[src/rtl/dino_pkg.sv]
// Shared definitions for the dinosaur runner: game state encodings and bus widths.
// Used by the game controller, Ground, Jump and the VGA score renderer.
package dino_pkg;

  typedef enum logic [1:0] {
    ST_IDLE    = 2'd0,
    ST_RUNNING = 2'd1,
    ST_CRASHED = 2'd2,
    ST_UNUSED  = 2'd3
  } game_state_t;

  localparam int SPEED_W      = 4;
  localparam int SCORE_DIGITS = 4;
  localparam int SCORE_W      = 4 * SCORE_DIGITS;

endpackage

[src/rtl/frame_tick_gen.sv]
// Free-running frame divider: a registered one-cycle pulse every TICK_DIV clocks.
module frame_tick_gen #(
  parameter int TICK_DIV = 1_000_000
) (
  input  logic CLK,
  input  logic RST,
  output logic tick
);

  localparam int W = (TICK_DIV > 1) ? $clog2(TICK_DIV) : 1;
  localparam logic [W-1:0] LAST = W'(TICK_DIV - 1);

  logic [W-1:0] cnt;

  always_ff @(posedge CLK or posedge RST) begin
    if (RST) begin
      cnt  <= '0;
      tick <= 1'b0;
    end else begin
      tick <= (cnt == LAST);
      cnt  <= (cnt == LAST) ? '0 : cnt + 1'b1;
    end
  end

endmodule

[src/rtl/game_controller.sv]
// Game sequencer: idle/running/crashed FSM, speed ramp and saturating BCD score.
// Every output is registered; collision beats a coincident frame tick.
module game_controller
  import dino_pkg::*;
#(
  parameter int TICK_DIV          = 1_000_000,
  parameter int SPEED_STEP_FRAMES = 500,
  parameter int SPEED_MAX         = 15,
  parameter int RESTART_HOLDOFF   = 50
) (
  input  logic               CLK,
  input  logic               RST,
  input  logic               btn_jump,
  input  logic               collision,
  output logic               game_status,
  output logic [SPEED_W-1:0] speed,
  output logic [SCORE_W-1:0] score,
  output logic               frame_tick,
  output logic [1:0]         state
);

  localparam int FW = $clog2(SPEED_STEP_FRAMES + 1);
  localparam int HW = $clog2(RESTART_HOLDOFF + 1);
  localparam logic [FW-1:0]      FRAME_LAST = FW'(SPEED_STEP_FRAMES - 1);
  localparam logic [HW-1:0]      HOLD_MAX   = HW'(RESTART_HOLDOFF);
  localparam logic [SPEED_W-1:0] SPD_MAX    = SPEED_W'(SPEED_MAX);

  game_state_t       st;
  logic              btn_q;
  logic              jump_edge;
  logic [FW-1:0]     frame_cnt;
  logic [HW-1:0]     hold_cnt;

  function automatic logic [SCORE_W-1:0] bcd_inc(input logic [SCORE_W-1:0] v);
    logic [SCORE_W-1:0] r;
    logic               carry;
    r     = v;
    carry = 1'b1;
    if (v == {SCORE_DIGITS{4'h9}}) return v;
    for (int i = 0; i < SCORE_DIGITS; i++) begin
      if (carry) begin
        if (r[i*4 +: 4] == 4'd9) begin
          r[i*4 +: 4] = 4'd0;
        end else begin
          r[i*4 +: 4] = r[i*4 +: 4] + 4'd1;
          carry       = 1'b0;
        end
      end
    end
    return r;
  endfunction

  frame_tick_gen #(.TICK_DIV(TICK_DIV)) u_tick (
    .CLK  (CLK),
    .RST  (RST),
    .tick (frame_tick)
  );

  assign jump_edge = btn_jump & ~btn_q;
  assign state     = st;

  always_ff @(posedge CLK or posedge RST) begin
    if (RST) begin
      st          <= ST_IDLE;
      btn_q       <= 1'b0;
      game_status <= 1'b0;
      speed       <= '0;
      score       <= '0;
      frame_cnt   <= '0;
      hold_cnt    <= '0;
    end else begin
      btn_q <= btn_jump;
      case (st)
        ST_IDLE: begin
          game_status <= 1'b0;
          if (jump_edge) begin
            st          <= ST_RUNNING;
            game_status <= 1'b1;
            score       <= '0;
            speed       <= SPEED_W'(1);
            frame_cnt   <= '0;
          end
        end
        ST_RUNNING: begin
          game_status <= 1'b1;
          if (collision) begin
            st          <= ST_CRASHED;
            game_status <= 1'b0;
            hold_cnt    <= '0;
          end else if (frame_tick) begin
            score <= bcd_inc(score);
            if (frame_cnt == FRAME_LAST) begin
              frame_cnt <= '0;
              if (speed < SPD_MAX) speed <= speed + 1'b1;
            end else begin
              frame_cnt <= frame_cnt + 1'b1;
            end
          end
        end
        ST_CRASHED: begin
          game_status <= 1'b0;
          if (frame_tick && hold_cnt < HOLD_MAX) hold_cnt <= hold_cnt + 1'b1;
          // Restart decision uses the holdoff count before this edge's tick.
          if (jump_edge && hold_cnt == HOLD_MAX) begin
            st          <= ST_RUNNING;
            game_status <= 1'b1;
            score       <= '0;
            speed       <= SPEED_W'(1);
            frame_cnt   <= '0;
          end
        end
        default: begin
          st          <= ST_IDLE;
          game_status <= 1'b0;
        end
      endcase
    end
  end

endmodule

[config.mk]
export PLATFORM = sky130hd
export DESIGN_NAME = game_controller
export DESIGN_NICKNAME = d
export VERILOG_FILES = /design/src/rtl/dino_pkg.sv /design/src/rtl/frame_tick_gen.sv /design/src/rtl/game_controller.sv
export SDC_FILE = /design/constraint.sdc
export NUM_CORES = 1
export LEC_CHECK = 0
export CORE_MARGIN = 2
export CORE_UTILIZATION = 52
export DETAILED_ROUTE_END_ITERATION = 7
export HOLD_SLACK_MARGIN = 0.03
export MAX_ROUTING_LAYER = met4
export PLACE_DENSITY_LB_ADDON = 0.15
export SYNTH_ARGS = -nofsm -noshare
export SYNTH_HDL_FRONTEND = slang
export SYNTH_SLANG_ARGS = --single-unit
[constraint.sdc]
create_clock -name CLK -period 2.09 [get_ports CLK]
set_clock_uncertainty 0.15 [all_clocks]
set_input_delay 0.418 -clock CLK [delete_from_list [all_inputs] [get_ports CLK]]
set_output_delay 0.418 -clock CLK [all_outputs]
set_load 0.02 [all_outputs]
# Yosys cells after proc, flatten, opt, wreduce, memory -nomap -nowiden
# Index checks and enable logic that the tools add are counted.
# totals
register_bits	60
inputBits	4
# classes
n_mux	59
reduce_logical	13
addsub	8
bitwise	2
n_lt_le_gt_ge	2
n_eq_ne	22
# ops
operator	n
$mux W16	5
$mux W4	13
$pmux W16 S3	1
$mux W9	5
$reduce_and A7 Y1	4
$pmux W9 S3	1
$mux W1	24
$add A20 B1 Y20 const B	1
$add A4 B1 Y4 const B	5
$eq A20 B20 Y1 const B	1
$mux W20	1
$eq A16 B16 Y1 const B	1
$eq A4 B4 Y1 const B	4
$ne A2 B2 Y1 const B	7
$mux W6	2
$ne A3 B3 Y1 const B	4
$pmux W4 S3	1
$pmux W6 S2	1
$add A9 B1 Y9 const B	1
$eq A9 B9 Y1 const B	1
$add A6 B1 Y6 const B	1
$eq A6 B6 Y1 const B	1
$lt A6 B6 Y1 const B	1
$mux W2	3
15 further kinds	17

# Logic depth before layout (Yosys ltp)
# depth
ltp_word	24
depth_mapped	8
mapped_depth_nobuf	6

# By module
# A second synthesis with hierarchy kept.
# hier_totals
hier_cells	332
area_unflattened_um2	3337.0
# by_module_without_submodules
module	cells_per_inst	area_per_inst_um2	seq_area_each_um2	instances
game_controller	235	2339.7	975.9	1
frame_tick_gen	97	997.2	525.5	1

# Least setup slack after synthesis
# OpenSTA, ideal clock, no wires.
# synth_path
path_kind	reg-to-reg
startpoint	register st[1] (netlist: state[1])
endpoint	register score[0]
synth_period_minus_slack_ns	1.987
arrival_ns	1.712
path_slack_ns	0.103
setup_ns	0.125
n_path_buf	0
required_time_ns	1.815
path_stages_with_launch	5
path_cell_list	dfrtp_1 -> or4b_1 -> nor4_4 -> a21oi_1 -> mux2_2
# synth_via
elab_chain_cells	3
elab_cells_between_ends	11
classes_between	eq/ne: 7; mux: 1; reduce/logical: 3
# synth_rtl
element	line	text
start, declared	game_controller.sv:28	game_state_t st;
start signal, assigned	game_controller.sv:64	st <= ST_IDLE;
start signal, assigned	game_controller.sv:77	st <= ST_RUNNING;
start signal, assigned	game_controller.sv:87	st <= ST_CRASHED;
$eq A2 B1 Y1 (tied with other cells)	game_controller.sv:73	case (st)
$ne A3 B3 Y1 (no source line) (tied with other cells)	--	
$reduce_and A6 Y1 (no source line)	--	
end signal, assigned	game_controller.sv:91	score <= bcd_inc(score);
end, declared	game_controller.sv:17	output logic [SCORE_W-1:0] score,
# Parallel ways exist; a longest one is shown, timed or not.
# A chain may end at the register's enable or synchronous reset.

# Final worst setup path
# layout_path
startpoint	input btn_jump
endpoint	register score[5]
# layout_via
elab_chain_cells	4
elab_cells_between_ends	5
classes_between	eq/ne: 2; bitwise: 1; reduce/logical: 2
# layout_rtl
element	line	text
start, declared	game_controller.sv:13	input logic btn_jump,
$and A1 B1 Y1 *	game_controller.sv:59	assign jump_edge = btn_jump & ~btn_q;
$logic_and A1 B1 Y1	game_controller.sv:104	if (jump_edge && hold_cnt == HOLD_MAX) begin
$ne A2 B2 Y1 (no source line)	--	
$reduce_and A7 Y1 (no source line) *	--	
# Every way passes the cells marked *; elsewhere a longest branch is shown, timed or not.

==> impl_metrics.env <==
export IMPL_gp_routability_congestion=0.850
export IMPL_grt_pass1_wl_um=13400
export IMPL_drv_slew=0
export IMPL_wl_um=7490
export IMPL_hold_path_class="in2async"
export IMPL_yosysWarnings=0
export IMPL_cts_root_buf="clkbuf_8"
export IMPL_tns_ns=0
export IMPL_routed_via_count=2819
export IMPL_hpwl_um=5540
export IMPL_netSwitchingFraction=0.312
export IMPL_row_count=28
export IMPL_ys_seq_area_frac=0.458
export IMPL_synth_largest_area_cell="dfrtp_1"
export IMPL_syn_inst=337
export IMPL_outcome="finished, final reports clean"
export IMPL_cts_tree="built"
export IMPL_cts_htree_levels=3
export IMPL_slew_headroom=0.646
export IMPL_muxShareOfSynthArea=0.0450
export IMPL_cts_sinks=60
export IMPL_cts_buffers=9
export IMPL_synth_fp_nets=354
export IMPL_cap_violations=0
export IMPL_r2r_cells=6
export IMPL_ant_nets=0
export IMPL_rsz0062_at_grt="true"
export IMPL_ir_worst_vdd_mv=0.415
export IMPL_synth_ff_type="dfrtp_1"
export IMPL_crit_type="in2reg"
export IMPL_power_mw=3.38
export IMPL_drt_iter0_drc=179
export IMPL_io_buffers=27
export IMPL_num_antenna_cells=0
export IMPL_reg2reg_to="score[6]"
export IMPL_clock_latency_ns=0.33
export IMPL_initial_core_util=0.547
export IMPL_end_kind="register"
export IMPL_synth_edf_count=0
export IMPL_die_w_um=83.4
export IMPL_fin_ws_ns=0.0431
export IMPL_die_area_um2=6960
export IMPL_grt_overflow=0
export IMPL_critical_path_required_ns=2.15
export IMPL_core_um2=5990
export IMPL_fp_dieH_um=83.4
export IMPL_yosys_area_share_simple=0.220
export IMPL_cts_hold_buf=0
export IMPL_netlist_cell_type_count=53
export IMPL_finalSetupViolations=0
export IMPL_synthAdderAreaFrac=0.0496
export IMPL_ys_top_cells_by_area="dfrtp_1, ha_1, inv_1"
export IMPL_grt_use_total=0.242
export IMPL_synth_xor_area_frac=0.0347
export IMPL_period_minus_slack_ns=2.05
export IMPL_cts_path_max_buffers=2
export IMPL_final_nets=430
export IMPL_clkPwrFrac=0.303
export IMPL_start_kind="primary input"
export IMPL_wire_per_inst_um=15.3
export IMPL_p_comb_frac=0.291
export IMPL_grt_max_degree=61
export IMPL_drc=0
export IMPL_pin_count=28
export IMPL_dp_cells=476
export IMPL_clk_pin_slew_ns=0.06
export IMPL_yosys_area_top_type_share=0.458
export IMPL_cp_data_arrival_time_ns=2.11
export IMPL_pwr_share_seq=0.405
export IMPL_fin_hold_ws_ns=0.323
export IMPL_drive_gt1_frac=0.188
export IMPL_syn_to_final_growth_pct=28.2
export IMPL_antenna_found_initial=0
export IMPL_synth_top_family_by_area="simple AND/OR/NAND/NOR gates"
export IMPL_switching_power_mw=1.06
export IMPL_powerDensity_nw_per_um2=805
export IMPL_p_int_mw=2.33
export IMPL_dp_slack_ns=-0.360
export IMPL_synth_compound_area_frac=0.148
export IMPL_drt_vias_per_instance=5.74
export IMPL_ys_ff_latch=60
export IMPL_syn_area_per_cell_um2=9.73
export IMPL_instances_no_fill=491
export IMPL_fin_crit_sh=0.979
export IMPL_postSynth_asyncResetShare=1.00
export IMPL_r2r_slack_ns=0.08
export IMPL_first_pass_iters=4
export IMPL_crit_fanout=6
export IMPL_synth_area_um2=3280
export IMPL_grt_pass1_vias=2848
export IMPL_fill_cells=457
export IMPL_r2r_start="state[1]"
export IMPL_p_leak_nw=1.94
export IMPL_worst_slew_pin_slew_ns=0.523
export IMPL_finalHoldViolations=0
export IMPL_max_freq_ghz=0.489
==> stage by stage <==
stage	instance area [um^2]	utilization
final	4210	0.702
after global routing	4210	0.702
after CTS	4180	0.698
after detailed placement	3970	0.662
after global placement	3970	0.662
after floorplan	3280	-
==> power groups by stage <==
stage               registers [mW]  logic [mW]  clock network (mW)
finish                        1.37       0.986                1.03
global route                  1.39        1.07                1.10
CTS                           1.36       0.982                1.04
detailed placement            1.38       0.967                   0
global placement              1.38       0.950                   0
floorplan                     1.48       0.392                   0
==> worst max-delay path, cell delays in order <==
cell and delay (ns):
clkdlybuf4s50_1 0.52, nor4bb_4 0.32, a21oi_2 0.16, a211oi_2 0.32, mux2_2 0.37
==> timing repair <==
action,in CTS,in global routing
resized for setup,3,5
pin swaps,1,1
endpoints found under the setup margin,8,13
buffers inserted,1,0
==> how the worst max path moves through the flow <==
stage,from,to,slack (ns),cells past startpoint
4_1_cts,state[1],state[1],0.01,2
3_3_place_gp,btn_jump,score[5],-0.32,5
2_1_floorplan,RST,btn_q,0.04,1
3_5_place_dp,btn_jump,score[5],-0.36,5
6_report,btn_jump,score[5],0.04,5
5_1_grt,btn_jump,score[5],-0.01,5
==> Yosys cell counts (all sizes together) (2+ instances only) <==
library cell / number
a31oi: 7
nor4bb: 3
nor4b: 2
mux2i: 8
mux2: 6
nand4: 9
nand3b: 3
nor2b: 2
and4: 4
and3b: 3
nor4: 4
o32ai: 2
ha: 13
o2bb2ai: 4
o221ai: 2
nand4b: 2
clkbuf: 6
a41oi: 2
a21o: 2
and3: 10
or4: 2
xnor2: 8
or3: 6
inv: 28
o22ai: 4
a21oi: 15
xor2: 5
a22oi: 3
dfrtp: 60
nand2: 25
and2: 2
buf: 4
nor3: 4
nor2: 24
a211oi: 8
o21ai: 15
nand3: 17
==> kinds of logic (layout without fill, tap and decap cells) <==
family,Yosys count,in the layout
mux,14,14
buf+inv,38,117
fa+ha+maj,13,13
compound gates,72,72
simple gates,127,127
xor+xnor,13,13
flops,60,60
==> sequential cells by signal, indices dropped and copies added (netlist names) <==
register     count
score           16
speed            4
state            2
game_status      1
frame_cnt        9
u_tick.cnt      20
hold_cnt         6
btn_q            1
u_tick.tick      1
==> placed cells by master, fill, tap and decap left out, types with 5 or more instances in the layout <==
cell             instances
a211oi_1                 6
a21oi_1                 14
a31oi_1                  7
and3_1                  10
buf_4                   47
clkbuf_8                11
clkdlybuf4s50_1         26
dfrtp_1                 59
ha_1                    13
inv_1                   27
mux2_2                   6
mux2i_1                  8
nand2_1                 25
nand3_1                 17
nand4_1                  9
nor2_1                  24
o21ai_0                 15
or3_1                    6
xnor2_1                  8
xor2_1                   5
==> metal layers <==
| layer | part of all wire | GRT usage |
|---|---|---|
| met1 | 0.45 | 0.302 |
| met2 | 0.51 | 0.401 |
| met3 | 0.032 | 0.0427 |
| met4 | 0.0056 | 0.0792 |
| met5 | 0 | - |
==> cell type report <==
cell class | instances | area (um^2) | area share
multi-input cells | 239 | 1670 | 0.397
flip-flops and latches | 60 | 1500 | 0.357
repair buffers | 75 | 646 | 0.154
clock buffers | 12 | 155 | 0.0369
inverters | 28 | 105 | 0.0250
well taps | 75 | 93.8 | 0.0223
clock inverters | 2 | 35.0 | 0.00833
No activity file was read; power rests on OpenSTA's default activity.
